$ cat config.mk
export PLATFORM = sky130hd
export DESIGN_NAME = color_scan_flat
export DESIGN_NICKNAME = d
export VERILOG_FILES = /design/src/rtl/color_scan_if.sv /design/src/rtl/color_scan.sv /design/src/flat_wrapper.sv
export SDC_FILE = /design/constraint.sdc
export NUM_CORES = 1
export LEC_CHECK = 0
export CAP_MARGIN = 20
export CORE_ASPECT_RATIO = 0.5
export CORE_MARGIN = 2
export CORE_UTILIZATION = 55
export DETAILED_ROUTE_END_ITERATION = 10
export PLACE_DENSITY = 0.81
export SLEW_MARGIN = 20
export SYNTH_ARGS = -nofsm -noshare
export SYNTH_HDL_FRONTEND = slang
export SYNTH_SLANG_ARGS = --single-unit
$ cat constraint.sdc
create_clock -name clock -period 6.3 [get_ports clock]
set_input_delay 1.575 -clock clock [delete_from_list [all_inputs] [get_ports clock]]
set_output_delay 1.575 -clock clock [all_outputs]
set_load 0.01 [all_outputs]
$ cat src/rtl/color_scan_if.sv
// Signal bundle between the colour-sensor frequency counter side and the color_scan sequencer.
// The slave modport is the sequencer's view; the master modport is the surrounding system's view.
interface color_scan_if #(
    parameter int FREQ_W = 33
);
    logic              start;
    logic [FREQ_W-1:0] freq_in;
    logic              done_count_in;
    logic              freq_enable;
    logic              s2;
    logic              s3;
    logic [FREQ_W-1:0] red_freq;
    logic [FREQ_W-1:0] green_freq;
    logic [FREQ_W-1:0] blue_freq;
    logic [FREQ_W-1:0] clear_freq;
    logic [1:0]        color_code;
    logic              color_valid;
    logic              busy;
    logic              timeout_err;

    modport master (
        output start, freq_in, done_count_in,
        input  freq_enable, s2, s3, red_freq, green_freq, blue_freq, clear_freq,
               color_code, color_valid, busy, timeout_err
    );

    modport slave (
        input  start, freq_in, done_count_in,
        output freq_enable, s2, s3, red_freq, green_freq, blue_freq, clear_freq,
               color_code, color_valid, busy, timeout_err
    );
endinterface

$ cat src/rtl/color_scan.sv
// Colour-sensor scan sequencer: steps the s2/s3 filter through red, green, blue, clear, gathers
// one count per channel and classifies the dominant colour. COLOR_SCAN_CONTINUOUS_EN repeats scans forever.
module color_scan #(
    parameter int FREQ_W         = 33,
    parameter int SETTLE_CYCLES  = 1000,
    parameter int TIMEOUT_CYCLES = 8000000,
    parameter int MIN_CLEAR      = 100,
    parameter int MARGIN_SHIFT   = 3
) (
    input  logic         clock,
    input  logic         reset_n,
    color_scan_if.slave  bus
);

`ifdef COLOR_SCAN_CONTINUOUS_EN
    localparam bit CONTINUOUS = 1'b1;
`else
    localparam bit CONTINUOUS = 1'b0;
`endif

    localparam int CNT_MAX = (SETTLE_CYCLES > TIMEOUT_CYCLES) ? SETTLE_CYCLES : TIMEOUT_CYCLES;
    localparam int CNT_W   = $clog2(CNT_MAX + 1);
    localparam logic [CNT_W-1:0]  SETTLE_LAST  = CNT_W'(SETTLE_CYCLES - 1);
    localparam logic [CNT_W-1:0]  TIMEOUT_LAST = CNT_W'(TIMEOUT_CYCLES - 1);
    localparam logic [FREQ_W-1:0] CLEAR_MIN    = FREQ_W'(MIN_CLEAR);

    typedef enum logic [2:0] {
        S_IDLE, S_SETTLE, S_MEASURE, S_NEXT, S_CLASSIFY, S_DONE
    } state_t;

    state_t            r_state;
    logic [1:0]        r_ch;
    logic [CNT_W-1:0]  r_cnt;
    logic              r_freq_enable, r_s2, r_s3, r_color_valid, r_busy, r_timeout_err;
    logic [1:0]        r_color_code;
    logic [FREQ_W-1:0] r_red, r_green, r_blue, r_clear;
    logic [FREQ_W-1:0] w_meas;
    logic [1:0]        w_class;

    function automatic logic [1:0] filter_code(input logic [1:0] ch);
        case (ch)
            2'd0:    return 2'b00;
            2'd1:    return 2'b11;
            2'd2:    return 2'b01;
            default: return 2'b10;
        endcase
    endfunction

    // Widened by one bit so x + x>>MARGIN_SHIFT can never wrap.
    function automatic logic beats(input logic [FREQ_W-1:0] w, input logic [FREQ_W-1:0] x);
        logic [FREQ_W:0] lim;
        lim = {1'b0, x} + {1'b0, x >> MARGIN_SHIFT};
        return {1'b0, w} > lim;
    endfunction

    always_comb begin
        // NOTE: every always_comb output gets a default first so no path can infer a latch.
        w_class = 2'd0;
        if (r_clear >= CLEAR_MIN) begin
            if (beats(r_red, r_green) && beats(r_red, r_blue))
                w_class = 2'd1;
            else if (beats(r_green, r_red) && beats(r_green, r_blue))
                w_class = 2'd2;
            else if (beats(r_blue, r_red) && beats(r_blue, r_green))
                w_class = 2'd3;
        end
    end

    assign w_meas = bus.done_count_in ? bus.freq_in : '0;

    // NOTE: sequential state uses non-blocking assignments only; the channel registers are
    // ordinary flops (not a memory) and are cleared by reset like everything else.
    always_ff @(posedge clock) begin
        if (!reset_n) begin
            r_state       <= S_IDLE;
            r_ch          <= '0;
            r_cnt         <= '0;
            r_freq_enable <= 1'b0;
            r_s2          <= 1'b0;
            r_s3          <= 1'b0;
            r_color_valid <= 1'b0;
            r_busy        <= 1'b0;
            r_timeout_err <= 1'b0;
            r_color_code  <= '0;
            r_red         <= '0;
            r_green       <= '0;
            r_blue        <= '0;
            r_clear       <= '0;
        end else begin
            r_color_valid <= 1'b0;
            case (r_state)
                S_IDLE: begin
                    if (bus.start || CONTINUOUS) begin
                        r_state       <= S_SETTLE;
                        r_ch          <= 2'd0;
                        {r_s2, r_s3}  <= filter_code(2'd0);
                        r_timeout_err <= 1'b0;
                        r_busy        <= 1'b1;
                        r_cnt         <= '0;
                    end
                end
                S_SETTLE: begin
                    if (r_cnt == SETTLE_LAST) begin
                        r_state       <= S_MEASURE;
                        r_cnt         <= '0;
                        r_freq_enable <= 1'b1;
                    end else begin
                        r_cnt <= r_cnt + 1'b1;
                    end
                end
                S_MEASURE: begin
                    // A done pulse on the final timeout cycle still counts as a real measurement.
                    if (bus.done_count_in || r_cnt == TIMEOUT_LAST) begin
                        case (r_ch)
                            2'd0:    r_red   <= w_meas;
                            2'd1:    r_green <= w_meas;
                            2'd2:    r_blue  <= w_meas;
                            default: r_clear <= w_meas;
                        endcase
                        if (!bus.done_count_in)
                            r_timeout_err <= 1'b1;
                        r_freq_enable <= 1'b0;
                        r_state       <= S_NEXT;
                    end else begin
                        r_cnt <= r_cnt + 1'b1;
                    end
                end
                S_NEXT: begin
                    if (r_ch != 2'd3) begin
                        r_ch         <= r_ch + 1'b1;
                        {r_s2, r_s3} <= filter_code(r_ch + 1'b1);
                        r_cnt        <= '0;
                        r_state      <= S_SETTLE;
                    end else begin
                        r_state <= S_CLASSIFY;
                    end
                end
                S_CLASSIFY: begin
                    r_color_code  <= w_class;
                    r_color_valid <= 1'b1;
                    r_state       <= S_DONE;
                end
                S_DONE: begin
                    if (CONTINUOUS) begin
                        r_state       <= S_SETTLE;
                        r_ch          <= 2'd0;
                        {r_s2, r_s3}  <= filter_code(2'd0);
                        r_timeout_err <= 1'b0;
                        r_cnt         <= '0;
                    end else begin
                        r_state <= S_IDLE;
                        r_busy  <= 1'b0;
                    end
                end
                default: r_state <= S_IDLE;
            endcase
        end
    end

    assign bus.freq_enable = r_freq_enable;
    assign bus.s2          = r_s2;
    assign bus.s3          = r_s3;
    assign bus.red_freq    = r_red;
    assign bus.green_freq  = r_green;
    assign bus.blue_freq   = r_blue;
    assign bus.clear_freq  = r_clear;
    assign bus.color_code  = r_color_code;
    assign bus.color_valid = r_color_valid;
    assign bus.busy        = r_busy;
    assign bus.timeout_err = r_timeout_err;

endmodule

$ cat src/flat_wrapper.sv
// flat-port wrapper written by rule: the top's interface ports become plain ports
module color_scan_flat 
#(
    parameter int FREQ_W         = 33,
    parameter int SETTLE_CYCLES  = 1000,
    parameter int TIMEOUT_CYCLES = 8000000,
    parameter int MIN_CLEAR      = 100,
    parameter int MARGIN_SHIFT   = 3
)
  (clock, reset_n, bus_start, bus_freq_in, bus_done_count_in, bus_freq_enable, bus_s2, bus_s3, bus_red_freq, bus_green_freq, bus_blue_freq, bus_clear_freq, bus_color_code, bus_color_valid, bus_busy, bus_timeout_err);
  color_scan_if #(.FREQ_W(FREQ_W)) bus_i ();
  input  logic clock;
  input  logic reset_n;
  input wire logic [$bits(bus_i.start)-1:0] bus_start;
  input wire logic [$bits(bus_i.freq_in)-1:0] bus_freq_in;
  input wire logic [$bits(bus_i.done_count_in)-1:0] bus_done_count_in;
  output wire logic [$bits(bus_i.freq_enable)-1:0] bus_freq_enable;
  output wire logic [$bits(bus_i.s2)-1:0] bus_s2;
  output wire logic [$bits(bus_i.s3)-1:0] bus_s3;
  output wire logic [$bits(bus_i.red_freq)-1:0] bus_red_freq;
  output wire logic [$bits(bus_i.green_freq)-1:0] bus_green_freq;
  output wire logic [$bits(bus_i.blue_freq)-1:0] bus_blue_freq;
  output wire logic [$bits(bus_i.clear_freq)-1:0] bus_clear_freq;
  output wire logic [$bits(bus_i.color_code)-1:0] bus_color_code;
  output wire logic [$bits(bus_i.color_valid)-1:0] bus_color_valid;
  output wire logic [$bits(bus_i.busy)-1:0] bus_busy;
  output wire logic [$bits(bus_i.timeout_err)-1:0] bus_timeout_err;
  assign bus_i.start = bus_start;
  assign bus_i.freq_in = bus_freq_in;
  assign bus_i.done_count_in = bus_done_count_in;
  assign bus_freq_enable = bus_i.freq_enable;
  assign bus_s2 = bus_i.s2;
  assign bus_s3 = bus_i.s3;
  assign bus_red_freq = bus_i.red_freq;
  assign bus_green_freq = bus_i.green_freq;
  assign bus_blue_freq = bus_i.blue_freq;
  assign bus_clear_freq = bus_i.clear_freq;
  assign bus_color_code = bus_i.color_code;
  assign bus_color_valid = bus_i.color_valid;
  assign bus_busy = bus_i.busy;
  assign bus_timeout_err = bus_i.timeout_err;
  color_scan #(.FREQ_W(FREQ_W), .SETTLE_CYCLES(SETTLE_CYCLES), .TIMEOUT_CYCLES(TIMEOUT_CYCLES), .MIN_CLEAR(MIN_CLEAR), .MARGIN_SHIFT(MARGIN_SHIFT)) u_core (.clock(clock), .reset_n(reset_n), .bus(bus_i));
endmodule
# == After elaboration in Yosys (flattened, before gate mapping) ==
# Cells that the tools add are included.
# word_totals
register_bits,168
latchBits,0
mem_bits_rw,0
romBits,0
input_bits,37
wordCells,101
memories,0
# classes
addsub,5
mul,0
n_div,0
magnitude_cmp,7
eq_ne,18
n_shift,0
mux,33
bitwise,1
n_reduce_logical,23
# ops
operator,count
33-bit by 34-bit greater-than comparator with 1-bit output,6
33-bit by 30-bit adder with 34-bit output,3
23-bit two-way mux,4
23-bit one-hot mux with 4 select lines,1
"33-bit by 7-bit greater-or-equal comparator with 1-bit output, second input constant",1
33-bit two-way mux,1
"23-bit by 1-bit adder with 23-bit output, second input constant",1
"23-bit by 10-bit == test with 1-bit output, second input constant",1
"23-bit == test, second input constant",1
3-bit AND reduction,7
3-bit one-hot mux with 5 select lines,1
2-bit two-way mux,6
3-bit two-way mux,4
1-bit one-hot mux with 2 select lines,5
1-bit two-way mux,9
"2-bit inequality test, second input constant",4
4-bit AND reduction,2
2-bit nonzero test,4
"3-bit by 2-bit == test with 1-bit output, second input constant",2
"3-bit == test, second input constant",2
"2-bit by 1-bit inequality test with 1-bit output, second input constant",3
2-bit one-hot mux with 3 select lines,1
"2-bit by 1-bit == test with 1-bit output, second input constant",2
"2-bit == test, second input constant",2
other kinds (11),14

# == Logic depth before layout (Yosys ltp) ==
# logic_depth
word_depth,7
mapped_depth,26

# == Least setup slack after synthesis ==
# Ideal clock, no wire load.
# synth_timing
path_kind,reg2reg
startpoint,"register u_core.r_red[3], in the netlist u_core.bus.red_freq[3]"
endpoint,"register u_core.r_color_code[1], in the netlist u_core.bus.color_code[1]"
setup_time_ns,0.116
t_arrival_ns,4.752
t_required_ns,6.184
setup_slack_ns,1.432
stages_incl_launch_ff,25
path_buffers,0
synth_period_minus_slack_ns,4.868
cell_sequence,dfxtp_1 ha_1 inv_1 fa_1 nand2b_1 a21oi_1 a211oi_1 o21ai_1 a21oi_1 o21ai_0 a311oi_1 o21ai_0 a21o_1 o2111ai_1 xor2_1 ha_1 nand2_1 nor3_1 nand4_1 nor4_1 mux2i_1 o2111ai_1 a211oi_1 o2bb2ai_1 a41o_1
# synth_between
elab_chain_cells,7
elab_cells_between_ends,12
# synth_lines
element,line,rtl
"start, declared",color_scan.sv:36,"logic [FREQ_W-1:0] r_red, r_green, r_blue, r_clear;"
"start signal, assigned",color_scan.sv:115,2'd0: r_red <= w_meas;
33-bit by 30-bit adder with 34-bit output,color_scan.sv:52,"lim = {1'b0, x} + {1'b0, x >> MARGIN_SHIFT};"
33-bit by 34-bit greater-than comparator with 1-bit output,color_scan.sv:53,"return {1'b0, w} > lim;"
1-bit logical AND,color_scan.sv:64,"else if (beats(r_blue, r_red) && beats(r_blue, r_green))"
2-bit two-way mux,color_scan.sv:64,
2-bit two-way mux,color_scan.sv:62,"else if (beats(r_green, r_red) && beats(r_green, r_blue))"
2-bit two-way mux *,color_scan.sv:60,"if (beats(r_red, r_green) && beats(r_red, r_blue))"
2-bit two-way mux *,color_scan.sv:59,if (r_clear >= CLEAR_MIN) begin
"end signal, assigned",color_scan.sv:139,r_color_code <= w_class;
"end, declared",color_scan.sv:35,logic [1:0] r_color_code;
# Mark *: on every way between the ends. The rest lies on a longest branch, timed or not.
# A chain may end at the register's enable or synchronous reset.

# == Worst setup path in the final report ==
# Same ends and word-level chain as after synthesis.

==> results.yml <==
timing:
  setup_violations: 0
  maxSlewViolCount: 0
  tightest_slew_ns: 1.054
  min_period_over_period: 0.9121
  skew_ns: 0.01179
  hold_viol: 0
  slew_headroom: 0.2881
  fin_setup_tns_ns: 0
  setup_slack_ns: 0.5537
  rsz0062_at_grt: "no"
  max_freq_ghz: 0.1740
  layout_min_cycle_time_ns: 5.746
flow_run:
  cap_violations: 0
critical_path:
  start_kind: "flop"
  cp_max_fo: 6
  cp-end-kind: "flop"
  rrSetupSlack_ns: 0.55
  worstPathArrival_ns: 6.11
  cp.required_ns: 6.67
  crit_type: "flop to flop"
finish:
  nFillCells: 2385
  layout.nets: 2466
  mostFrequentLayoutCell: "ha_1"
  layout_common_cells: "ha_1, nand2_1, o21ai_0"
  drive_gt1_frac: 0.03662
  area_growth_pct: 17.43
  diodes: 0
  utilization: 0.6606
die:
  core_area_um2: 27870
  die-width_um: 242.8
  num_rows: 43
  start_util: 0.5625
  die-area_um2: 29950
  io_pins: 177
  die_h_um: 123.4
logic_synthesis:
  synth-async-reset-ratio: 0
  synthCells: 1997
  yosysTopAreaCell: "ha_1"
  netlist.area_leader.share: 0.2251
  ys_seq_elements: 167
  syn_nets: 2319
  syn_avg_cell_area_um2: 7.851
  ys_top_cells_by_area: "ha_1, dfxtp_1, o21ai_0, nand2_1, a21oi_1"
  synth_enable_flop_cells: 0
  synth-main-ff-cell: "dfxtp_1"
  synth_area_um2: 15680
  synthDistinctLibCells: 77
  yosysSeqAreaShare: 0.2132
  ys.warnings.count: 0
power:
  p_comb_frac: 0.034
  p_sw_w: 0.0005229
  sw_frac_of_total: 0.2346
  p_total_w: 0.002229
  leakage_nw: 8.193
  p_int_w: 0.001706
  clockPowerShare: 0.490
  powerDensity_nw_per_um2: 121.1
  irDropWorstVdd_mv: 0.1981
  sequentialPowerShare: 0.476
grt:
  grt_pass1_wl_mm: 75.70
  track_usage: 0.3222
  grt_max_degree: 125
  grt-ovfl-total: 0
  antenna_found_initial: 1
  grt_pass1_vias: 14010
place:
  portBuffers: 176
  pre_cts_slack_ns: 0.6101
  dpl.hpwl_mm: 38.33
  gp_congestion: 1.058
clocking:
  clkSinkCount: 167
  cts_max_level: 4
  cts_buffers: 17
  holdBufCountCts: 0
  cts_max_path_buffers: 2
  clock_latency_ns: 0.47
  cts.clk_slew.worst_paths_ns: 0.07
  cts_tree: "done"
  cts-root-buf: "clkbuf_16"
min_path:
  hp-class: "flop to flop"
detailed_routing:
  drc: 0
  drtAntennaViolNets: 0
  drt_iter0_drc: 1316
  wl_per_cell_um: 19.28
  vias: 15390
  via_per_inst: 6.060
  drt-total-wl_mm: 48.96
  first_pass_iters: 6
run_status:
  status: "completed"
## layer usage
metal,up-vias,global-route usage,part of all wire
met4,0,0.1434,0.040
li1,7547,-,-
met2,512,0.5434,0.46
met5,-,0,0
met1,7184,0.4090,0.44
met3,144,0.05644,0.064
## through the flow
stage | hold WS [ns] | instances | instance area (um^2)
after detailed placement | 0.4761 | 2507 | 17800
after global routing | 0.5429 | 2539 | 18410
after global placement | 0.4630 | 2507 | 17800
after floorplan | 0.4539 | 1997 | 15680
after CTS | 0.4873 | 2539 | 18400
final | 0.4898 | 2539 | 18410
## state kept, by name (all words and copies together) (netlist names)
name                    flops
u_core.bus.blue_freq       33
u_core.bus.busy             1
u_core.bus.clear_freq      33
u_core.bus.color_code       2
u_core.bus.color_valid      1
u_core.bus.freq_enable      1
u_core.bus.green_freq      33
u_core.bus.red_freq        33
u_core.bus.s3               1
u_core.bus.timeout_err      1
u_core.r_ch                 2
u_core.r_cnt               23
u_core.r_state              3
## logic make-up after synthesis
| logic type | share of synthesized area |
|---|---|
| adder cells (fa/ha/maj) | 0.2335 |
| AO/OA/AOI/OAI | 0.2266 |
| AND/OR/NAND/NOR | 0.2344 |
| XOR/XNOR | 0.06049 |
| buffers and inverters | 0.02785 |
| multiplexers | 0.003911 |
| flip-flops | 0.2132 |
## what timing repair did
item                       4_1_cts  5_1_grt
buffers inserted                 0        0
setup endpoints to repair        0        2
gates resized for setup          0        1
## power by group through the flow
| stage | Sequential [W] | Combinational (W) | Clock [W] |
|---|---|---|---|
| floorplan | 0.00108 | 0.0000352 | 0 |
| global placement | 0.00108 | 0.0000747 | 0 |
| detailed placement | 0.00108 | 0.0000748 | 0 |
| CTS | 0.00106 | 0.0000756 | 0.00109 |
| global route | 0.00106 | 0.0000827 | 0.00114 |
| finish | 0.00106 | 0.0000758 | 0.00109 |
## critical path, stage by stage, from the launching register on
cell       delay [ns]
dfxtp_1          0.47
ha_1             0.25
inv_1            0.06
fa_1             0.40
nand2b_1         0.18
a21oi_1          0.18
a211oi_2         0.10
o21ai_1          0.15
buf_4            0.16
a21oi_1          0.06
o21ai_0          0.28
a311oi_1         0.23
o21ai_0          0.39
a21o_1           0.21
o2111ai_1        0.15
xor2_1           0.19
ha_1             0.32
nand2_1          0.08
nor3_1           0.41
nand4_1          0.16
nor4_1           0.33
mux2i_1          0.15
o2111ai_1        0.24
a211oi_1         0.11
o2bb2ai_1        0.14
a41o_1           0.23
## final cells by class
cell class	instances	area, um^2	share of cell area
Multi-Input combinational cell	1715	11920	0.6476
Sequential cell	167	3343	0.1816
Timing Repair Buffer	193	1884	0.1024
Clock buffer	23	478.0	0.02596
Tap cell	382	478.0	0.02596
Inverter	50	187.7	0.01019
Clock inverter	9	116.4	0.006321
## synth_stat cells, drive strengths merged (5+ instances only)
cell type  number
a41oi           6
a211oi         18
and3           15
nand2         227
o21bai         16
nor3           24
a21o           74
nand2b         27
dfxtp         167
nand4          36
or3            16
xnor2          42
and2          117
nor2b          30
o31ai           6
a211o           5
o21ai         197
ha            282
a31oi           7
maj3            7
clkbuf         62
o21a           24
xor2           61
a21boi          5
nor2          143
nand3          48
nor4           18
or2             8
inv            50
a21oi         161
and4           12
a221oi          5
o211ai         14
mux2i           5
a221o           5
## worst paths after layout
path / cells past startpoint / startpoint / endpoint
max: 25 / u_core.bus.red_freq[3]$_SDFFE_PN0P_ / u_core.bus.color_code[1]$_SDFFE_PN0P_
min: 2 / u_core.r_cnt[8]$_SDFFE_PN0P_ / u_core.r_cnt[8]$_SDFFE_PN0P_
max reg2reg: 25 / u_core.bus.red_freq[3]$_SDFFE_PN0P_ / u_core.bus.color_code[1]$_SDFFE_PN0P_
min reg2reg: 2 / u_core.r_cnt[8]$_SDFFE_PN0P_ / u_core.r_cnt[8]$_SDFFE_PN0P_
No activity file was read; power rests on OpenSTA's default activity.
